**src/rtl/msk_out_unshare_serializer.sv**
```systemverilog
// msk_out_unshare_serializer
// Takes one d-share masked 128-bit AES result from the core's output
// handshake and recombines the shares by XOR. It then streams the unmasked
// block as four big-endian (FIPS byte order) 32-bit words with a last flag.
//
// Optional build macro: MSK_OUT_ZEROIZE_EN
//   defined   - the held block is cleared after its last word is read out,
//               unless a new block is accepted in the same cycle.
//   undefined - the held block stays until the next accept or reset.
//
// state | meaning
// IDLE  | no block held, ready to accept a shared block
// EMIT  | block held, presenting word cnt on the output stream
module msk_out_unshare_serializer #(
  parameter int d = 2
) (
  input  logic             clk,
  input  logic             rst,
  input  logic             in_valid,
  output logic             in_ready,
  input  logic [128*d-1:0] sh_data_in,
  output logic             out_valid,
  input  logic             out_ready,
  output logic [31:0]      out_data,
  output logic             out_last,
  output logic             busy
);

  typedef enum logic {
    IDLE = 1'b0,
    EMIT = 1'b1
  } state_t;

  state_t       state;
  logic [1:0]   cnt;
  logic [127:0] buffer;
  logic [127:0] rec;
  logic [31:0]  word_raw;
  logic         accept;
  logic         word_hs;
  logic         on_last;

  // Recombine the shares: bit i of share j sits at index i*d+j
  always_comb begin
    rec = '0;
    for (int i = 0; i < 128; i++) begin
      for (int j = 0; j < d; j++) begin
        rec[i] = rec[i] ^ sh_data_in[i*d+j];
      end
    end
  end

  assign on_last   = (state == EMIT) && (cnt == 2'd3);
  assign out_valid = (state == EMIT);
  assign out_last  = on_last;
  assign busy      = (state == EMIT);

  // Ready in IDLE, or cut-through while the last word is being taken;
  // held low during reset so the core cannot hand over a block then
  assign in_ready = !rst && ((state == IDLE) || (on_last && out_ready));

  assign accept  = in_valid && in_ready;
  assign word_hs = out_valid && out_ready;

  // Select word cnt and reorder bytes so the lowest-addressed byte is MSB
  always_comb begin
    word_raw = buffer[{cnt, 5'd0} +: 32];
    out_data = {word_raw[7:0], word_raw[15:8], word_raw[23:16], word_raw[31:24]};
  end

  // Block capture, word sequencing and return to idle
  always_ff @(posedge clk or posedge rst) begin
    if (rst) begin
      state  <= IDLE;
      cnt    <= 2'd0;
      buffer <= '0;
    end else begin
      case (state)
        IDLE: begin
          if (accept) begin
            buffer <= rec;
            cnt    <= 2'd0;
            state  <= EMIT;
          end
        end
        EMIT: begin
          if (word_hs) begin
            if (cnt != 2'd3) begin
              cnt <= cnt + 2'd1;
            end else if (accept) begin
              buffer <= rec;
              cnt    <= 2'd0;
            end else begin
              cnt   <= 2'd0;
              state <= IDLE;
`ifdef MSK_OUT_ZEROIZE_EN
              buffer <= '0;
`endif
            end
          end
        end
        default: state <= IDLE;
      endcase
    end
  end

endmodule

```
**config.mk**
```make
export PLATFORM = sky130hd
export DESIGN_NAME = msk_out_unshare_serializer
export DESIGN_NICKNAME = d
export VERILOG_FILES = /design/src/rtl/msk_out_unshare_serializer.sv
export SDC_FILE = /design/constraint.sdc
export NUM_CORES = 1
export LEC_CHECK = 0
export BUFFER_PORTS_ARGS = -buffer_cell sky130_fd_sc_hd__buf_2
export CAP_MARGIN = 0
export CORE_MARGIN = 2
export CORE_UTILIZATION = 40
export CTS_BUF_LIST = sky130_fd_sc_hd__clkbuf_2 sky130_fd_sc_hd__clkbuf_4 sky130_fd_sc_hd__clkbuf_8
export CTS_CLUSTER_SIZE = 14
export DETAILED_ROUTE_END_ITERATION = 6
export HOLD_SLACK_MARGIN = 0.15
export PLACE_DENSITY = 0.73
export SYNTH_ARGS = -nofsm -noshare
export SYNTH_HDL_FRONTEND = slang
export SYNTH_SLANG_ARGS = --single-unit
```
**constraint.sdc**
```tcl
create_clock -name clk -period 3.9 [get_ports clk]
set_input_delay 0.39 -clock clk [delete_from_list [all_inputs] [get_ports clk]]
set_output_delay 0.39 -clock clk [all_outputs]
set_load 0.01 [all_outputs]
```
==> Yosys cells after proc, flatten, opt, wreduce, memory -nomap -nowiden <==
Index checks and enable logic that the tools add are counted.
{ "totals": {"ff_bits": 131, "latchBits": 0, "mem_bits_rw": 0, "rom_bits": 0, "in_bits": 260, "out_inout_bits": 36, "n_memories": 0} }
{ "classes": {"addsub": 1, "n_mul": 0, "div_mod_pow": 0, "magnitude_cmp": 0, "eq_ne": 5, "n_shift": 1, "muxes": 12, "bitwise_logic": 129, "reduce_logical": 9} }
{ "op_table": {"columns": ["op", "count"], "rows": [
  ["2-to-1 mux 128 bit", 3],
  ["case mux 128 bit (2 select lines)", 1],
  ["variable part select 128 x 8 -> 32 bit", 1],
  ["XOR 1 bit", 128],
  ["2-to-1 mux 2 bit", 3],
  ["inequality test 2 bit, second input constant", 3],
  ["logical AND 1 bit", 5],
  ["case mux 2 bit (2 select lines)", 1],
  ["AND reduction 2 bit", 2],
  ["2-to-1 mux 1 bit", 3],
  ["adder 2 x 1 -> 2 bit, second input constant", 1],
  ["equality test 2 bit, second input constant", 1],
  ["inequality test 2 x 1 -> 1 bit, second input constant", 1],
  ["case mux 1 bit (2 select lines)", 1],
  ["logical NOT 1 bit", 1],
  ["logical OR 1 bit", 1],
  ["NOT 1 bit", 1]
]} }

==> Longest topological paths before layout <==
Gate-level depths: netlist (run 1).
{ "logic_depth": {"word_depth": 10, "depth_mapped": 6, "ltp_nobuf": 4} }

==> Worst setup path after synthesis (run 1) <==
OpenSTA, ideal clock, no wires.
{ "synth_timing": {"path_kind": "reg-to-output", "startpoint": "reg cnt[1]", "endpoint": "out out_data[0]", "arrival_time_ns": 1.359, "setup_slack_ns": 2.151, "stages_incl_launch_ff": 4, "path_buffers": 2, "cell_sequence": "dfrtp_1 > buf_2 > buf_2 > mux4_2"} }
{ "synth_between": {"elab_chain_cells": 1} }
{ "synth_rtl": {"columns": ["item", "line_no", "source"], "rows": [
  ["start, declared", "35", "logic [1:0] cnt;"],
  ["start signal, assigned", "89", "cnt <= cnt + 2'd1;"],
  ["variable part select 128 x 8 -> 32 bit", "67", "word_raw = buffer[{cnt, 5'd0} +: 32];"],
  ["end, declared", "24", "output logic [31:0] out_data,"]
]} }
No other way between the ends.

==> Worst setup path in the final report (run 1) <==
{ "layout_timing": {"startpoint": "reg cnt[1]", "endpoint": "out out_data[11]"} }
The elaborated chain is that of the path after synthesis.

==> flow_summary.toml, run 1 <==
[min_path]
hp-class = "in2reg"
hold-path-endpoint = "cnt[1]"
hold_depth = 2
min_from = "out_ready"

[clock_tree]
insertion_delay_ps = 440
clockBufferDepth = 2
cts_buffers = 17
clk_pin_slew_ps = 80
htreeDepth = 4
cts.sinks = 131
cts_root_buf = "clkbuf_8"
cts_tree = "done"

[synthesis]
ys_seq_elements = 131
synthDistinctLibCells = 18
seq_area_frac_synth_pct = 47.6
synth_area_um2 = 6880
synth_nets = 715
yosysWarnings = 0
synthCells = 454
syn_area_per_cell_um2 = 15.2

[run_status]
status = "finished, final reports clean"

[cells_and_area]
final_nets = 1012
drive_above_1_share_pct = 65.1
area_growth_syn_to_layout_pct = 28.9
n_fill_cell = 1466
fin_cells = 983
num_antenna_cells = 0

[routing]
ant_nets = 0
vias_per_cell = 4.68
wl_per_cell_um = 15.0
drc = 0
vias = 4602
drt_wl_total_um = 14800
first_iter_violations = 137
dr.pass1.iters = 4

[grt]
grt_pass1_vias = 4817
busiest_layer = "met2"
grt_max_degree = 82
antenna_found_initial = 0
overflow = 0
grt_pass1_wl_um = 23600
grt_use_total_pct = 16.9
grt_util_met1_pct = 20.5
grt_use_met2_pct = 29.0
use_met3_pct = 4.90

[power_and_ir_drop]
pwr-share-clk_pct = 18.4
ir_drop_mv = 0.282
p_int_uw = 4040
swShare_pct = 32.2
power_frac_seq_pct = 41.0
p_total_uw = 5950
p_comb_share_pct = 40.7
net-switching-power_uw = 1920
p_per_area_nw_per_um2 = 671
p_leak_uw = 0.00421

[floorplanning]
core_area_um2 = 16700
die_w_um = 135
boundaryPins = 296
dieArea_um2 = 18300
start_util_pct = 41.2
rows = 47
die_h_um = 135

[timing]
slew-limit-headroom_pct = 60.3
setup-tns-final_ps = 0
finalHoldViolCount = 0
setup_viol = 0
fin_crit_ps = 2820
finalHoldWorstSlack_ps = 289
skew_ps = 9.82
rsz0062_at_grt = "false"
fin_crit_sh_pct = 72.2
max_clock_freq_ghz = 0.355
finalMaxSlewViolations = 0
worstMarginPinSlew_ps = 596

[job]
maxCapViolCount = 0

[critical_path]
r2r_slack_ps = 1370
crit_path_max_incr_delay_ps = 750
worst_r2r_path_depth = 5
required_ps = 3510
crit_arrival_ps = 2430
cp_cell_sequence = "buf_4 -> mux4_2 -> buf_2"
slowest_stage = "dfrtp_2"
worstReg2RegStart = "cnt[1]"
r2r-end = "buffer[69]"
endpoint_kind = "output pin"
crit_fanout = 18
critPathLaunchType = "register"
critical_path_class = "reg2out"

[placement]
gp_congestion = 0.750
place_hpwl_um = 11000
dp_cells = 951
port_buffers = 295
==> synth_stat cells <==
cell	instances	share of area [%]
dfrtp_1	131	48
a21oi_1	1	0.073
xor2_1	128	16
buf_4	1	0.11
clkbuf_8	7	1.4
nor2_1	2	0.11
nor3b_1	1	0.11
buf_2	9	0.65
a32o_1	2	0.29
inv_1	1	0.054
mux2_2	128	21
nor3b_4	1	0.27
ha_1	1	0.18
and2_1	1	0.091
a21boi_4	1	0.27
mux4_2	32	10
buf_6	6	0.98
or2_2	1	0.091
==> worst max-delay path by stage <==
| stage | startpoint | to | slack [ps] | cells after the start |
|---|---|---|---|---|
| after floorplan | rst | buffer[0] | 10 | 1 |
| after CTS | cnt[1] | out_data[11] | 980 | 3 |
| after global placement | cnt[1] | buffer[73] | 1390 | 5 |
| after global routing | cnt[1] | out_data[11] | 880 | 3 |
| after detailed placement | cnt[1] | buffer[69] | 1360 | 5 |
| final | cnt[1] | out_data[11] | 1080 | 3 |
==> per-layer routing <==
metal  up-vias  routed length [um]
li1       2204                   -
met1      2215                6010
met2       170                7520
met3        13                1060
met4         0                 179
met5         -                   0
==> cells in the final DEF (no fill, tap or decap), drive strengths merged, types with 4 or more instances in the layout <==
cell type,synthesis,layout
clkinv,0,4
xor2,128,128
buf,16,300
mux4,32,32
inv,1,7
clkbuf,7,18
mux2,128,128
dfrtp,131,131
==> cells by family after synthesis <==
logic type | Yosys count | share of synthesized area, %
XOR/XNOR | 128 | 16.3
AO/OA/AOI/OAI | 4 | 0.636
flip-flops | 131 | 47.6
buffers and inverters | 24 | 3.20
multiplexers | 160 | 31.4
AND/OR/NAND/NOR | 6 | 0.673
adder cells (fa/ha/maj) | 1 | 0.182
==> state kept, by name (all words and copies together) (netlist names) <==
signal and count:
busy 1, cnt 2, buffer 128
==> per-stage QoR <==
stage	area, um^2	util [%]	worst slack, ps
6_report	8870	53.1	1080
5_1_grt	8870	53.1	885
4_1_cts	8870	53.1	984
3_5_place_dp	8490	50.8	1360
3_3_place_gp	8490	50.8	1390
2_1_floorplan	6880	-	12.3
==> critical path: cells and delay by family (launching register included) <==
family	cells	cell delay, ps
buffers and inverters	2	630
multiplexers	1	590
flip-flops	1	750
==> final cells by class <==
cell class	instances	area (um^2)	area share [%]
inverter	1	8.76	0.0987
clock buffer	18	248	2.79
tap	220	275	3.10
timing repair buffer	301	1550	17.5
sequential	131	3280	37.0
clock inverter	13	125	1.41
multi-input combinational	299	3390	38.2
==> power groups by stage <==
stage / Clock, uW / Combinational (uW) / Sequential (uW)
after floorplan: 0 / 1810 / 2290
after global placement: 0 / 2420 / 2450
after detailed placement: 0 / 2470 / 2470
after CTS: 1140 / 2480 / 2450
after global routing: 1200 / 2640 / 2540
final: 1090 / 2420 / 2440
==> timing repair <==
item | in CTS | in global routing
hold buffers | 1 | 0
gates resized for setup | 0 | 0
setup endpoints to repair | 0 | 0
buffers inserted | 0 | 0
hold endpoints to repair | 57 | 0
(Power assumes the default switching activity.)
==> run 2: changes to the inputs <==
--- a/config.mk
+++ b/config.mk
@@ -13,7 +13,7 @@
 export CTS_CLUSTER_SIZE = 14
 export DETAILED_ROUTE_END_ITERATION = 6
 export HOLD_SLACK_MARGIN = 0.15
-export PLACE_DENSITY = 0.73
+export PLACE_DENSITY = 0.7
 export SYNTH_ARGS = -nofsm -noshare
 export SYNTH_HDL_FRONTEND = slang
 export SYNTH_SLANG_ARGS = --single-unit
==> constraint.sdc (replaced) <==
create_clock -name clk -period 2.8 [get_ports clk]
set_input_delay 0.28 -clock clk [delete_from_list [all_inputs] [get_ports clk]]
set_output_delay 0.28 -clock clk [all_outputs]
set_load 0.01 [all_outputs]
==> run 2 against run 1 <==
Net effect: combinational power is 41% higher; cell area is 0.72% higher; die area stayed put; sequential share of layout area fell by 0.26 points; routed wire length up 3.3%; worst setup slack got worse by 670 ps; sequential cell count is the same; utilization rose by 0.38 points; clock skew rose by 1.3 ps; critical path type unchanged; largest power group is now combinational cells.
==> flow_summary.toml, run 2 (same netlist as run 1, synthesis figures left out) <==
[critical_path]
required_ps = 2520
critical_path_class = "reg2out"
r2r-end = "buffer[75]"
cp_num_buf_inv = 2
r2r_slack_ps = 710
crit_arrival_ps = 2110
worstReg2RegStart = "cnt[0]"
critPathLaunchType = "register"
worst_r2r_path_depth = 5
crit_path_max_incr_delay_ps = 610
slowest_stage = "mux4_2"
cp_cell_sequence = "buf_4 -> mux4_2 -> buf_2"
path_delay_family = "buffers and inverters"
endpoint_kind = "output pin"
crit_fanout = 33

[routing]
dr.pass1.iters = 4
wl_per_cell_um = 15.5
drc = 0
vias = 4716
vias_per_cell = 4.80
first_iter_violations = 153
ant_nets = 0
drt_wl_total_um = 15300

[timing]
worst_slack_ps = 413
worstMarginPinSlew_ps = 751
setup-tns-final_ps = 0
fin_crit_ps = 2390
fin_crit_sh_pct = 85.3
rsz0062_at_grt = "false"
setup_viol = 0
max_clock_freq_ghz = 0.419
slew-limit-headroom_pct = 49.9
finalMaxSlewViolations = 0
skew_ps = 11.1
finalHoldViolCount = 0
finalHoldWorstSlack_ps = 205

[placement]
gp_congestion = 0.756
pre_cts_slack_ps = 782
place_hpwl_um = 11200
port_buffers = 295

[clock_tree]
clockBufferDepth = 2
htreeDepth = 4
cts_setup_buffers = 0
cts.sinks = 131
cts_buffers = 17
clk_pin_slew_ps = 70
cts_tree = "done"
cts_root_buf = "clkbuf_8"
insertion_delay_ps = 440
ctsResizeCount = 0

[grt]
grt_pass1_wl_um = 24500
grt_pass1_vias = 5334
antenna_found_initial = 1
grt_max_degree = 132
grt_use_total_pct = 17.2
overflow = 0

[floorplanning]
die_h_um = 135
core_area_um2 = 16700
start_util_pct = 41.2
rows = 47
dieArea_um2 = 18300
die_w_um = 135
boundaryPins = 296

[cells_and_area]
final_util_pct = 53.5
regMostFlops = "buffer"
layout_common_cells = "buf_2 (295), dfrtp_1 (129), xor2_1 (128), mux2_2 (128), mux4_2 (32)"
layout_commonest_cell = "buf_2"
n_fill_cell = 1468
area_growth_syn_to_layout_pct = 29.8
drive_above_1_share_pct = 65.1
num_antenna_cells = 0
final_nets = 1011
largest_reg_flops = 128

[job]
maxCapViolCount = 0

[power_and_ir_drop]
p_per_area_nw_per_um2 = 959
ir_drop_mv = 0.463
p_leak_uw = 0.00424

[min_path]
hold-path-endpoint = "cnt[0]"
hold_depth = 2
min_from = "out_ready"
hp-class = "in2reg"

[run_status]
status = "finished, final reports clean"
-- run 2: changes by cell type in the layout (fill, tap and decap cells not counted) --
cell / before / now
clkinv_2: 2 / 4
inv_6: 7 / 1
clkinvlp_4: 2 / 3
buf_4: 3 / 2
bufinv_16: 1 / 5
clkbuf_8: 18 / 17
-- run 2: per-layer routing --
metal | global-route usage (%) | share of wire (%)
met5 | 0 | 0.085
met4 | 5.90 | 1.1
met3 | 4.90 | 7.1
met2 | 30.6 | 53
met1 | 20.1 | 39
-- run 2: worst max-delay path by stage --
stage           start  cells after the start     endpoint
4_1_cts        cnt[1]                      3  out_data[1]
6_report       cnt[1]                      3  out_data[1]
3_3_place_gp   cnt[1]                      3  out_data[1]
5_1_grt        cnt[1]                      3  out_data[6]
3_5_place_dp   cnt[0]                      5  buffer[113]
2_1_floorplan     rst                      1    buffer[0]
-- run 2: area by class of cell --
class | instances | area [um^2] | share of cell area (%)
multi-input combinational | 299 | 3390 | 37.9
sequential | 131 | 3280 | 36.7
timing repair buffer | 300 | 1540 | 17.3
tap | 220 | 275 | 3.08
clock buffer | 17 | 234 | 2.62
clock inverter | 14 | 211 | 2.37
inverter | 1 | 7.51 | 0.0840
-- run 2: worst register-to-register path, cell delays in order, from the launching register on --
cell      delay (ps)
dfrtp_2          360
ha_1             230
a21boi_4          90
nor3b_4          220
buf_12           470
mux2_2           610
-- run 2: through the flow --
stage / total power (uW) / instances / area (um^2)
2_1_floorplan: 5710 / 454 / 6890
3_3_place_gp: 6690 / 950 / 8480
3_5_place_dp: 6860 / 950 / 8480
4_1_cts: 8710 / 982 / 8940
5_1_grt: 9140 / 982 / 8940
6_report: 8570 / 982 / 8940
-- run 2: power by group --
| part | total [uW] | internal [uW] | switching (uW) |
|---|---|---|---|
| Sequential | 3340 | 2860 | 482 |
| Combinational | 3420 | 2030 | 1390 |
| Clock | 1810 | 1050 | 754 |
| Total | 8570 | 5940 | 2630 |
-- run 2: repair_timing --
item,in CTS,in global routing
hold buffers,1,0
setup endpoints to repair,0,0
endpoints found under the hold margin,131,0
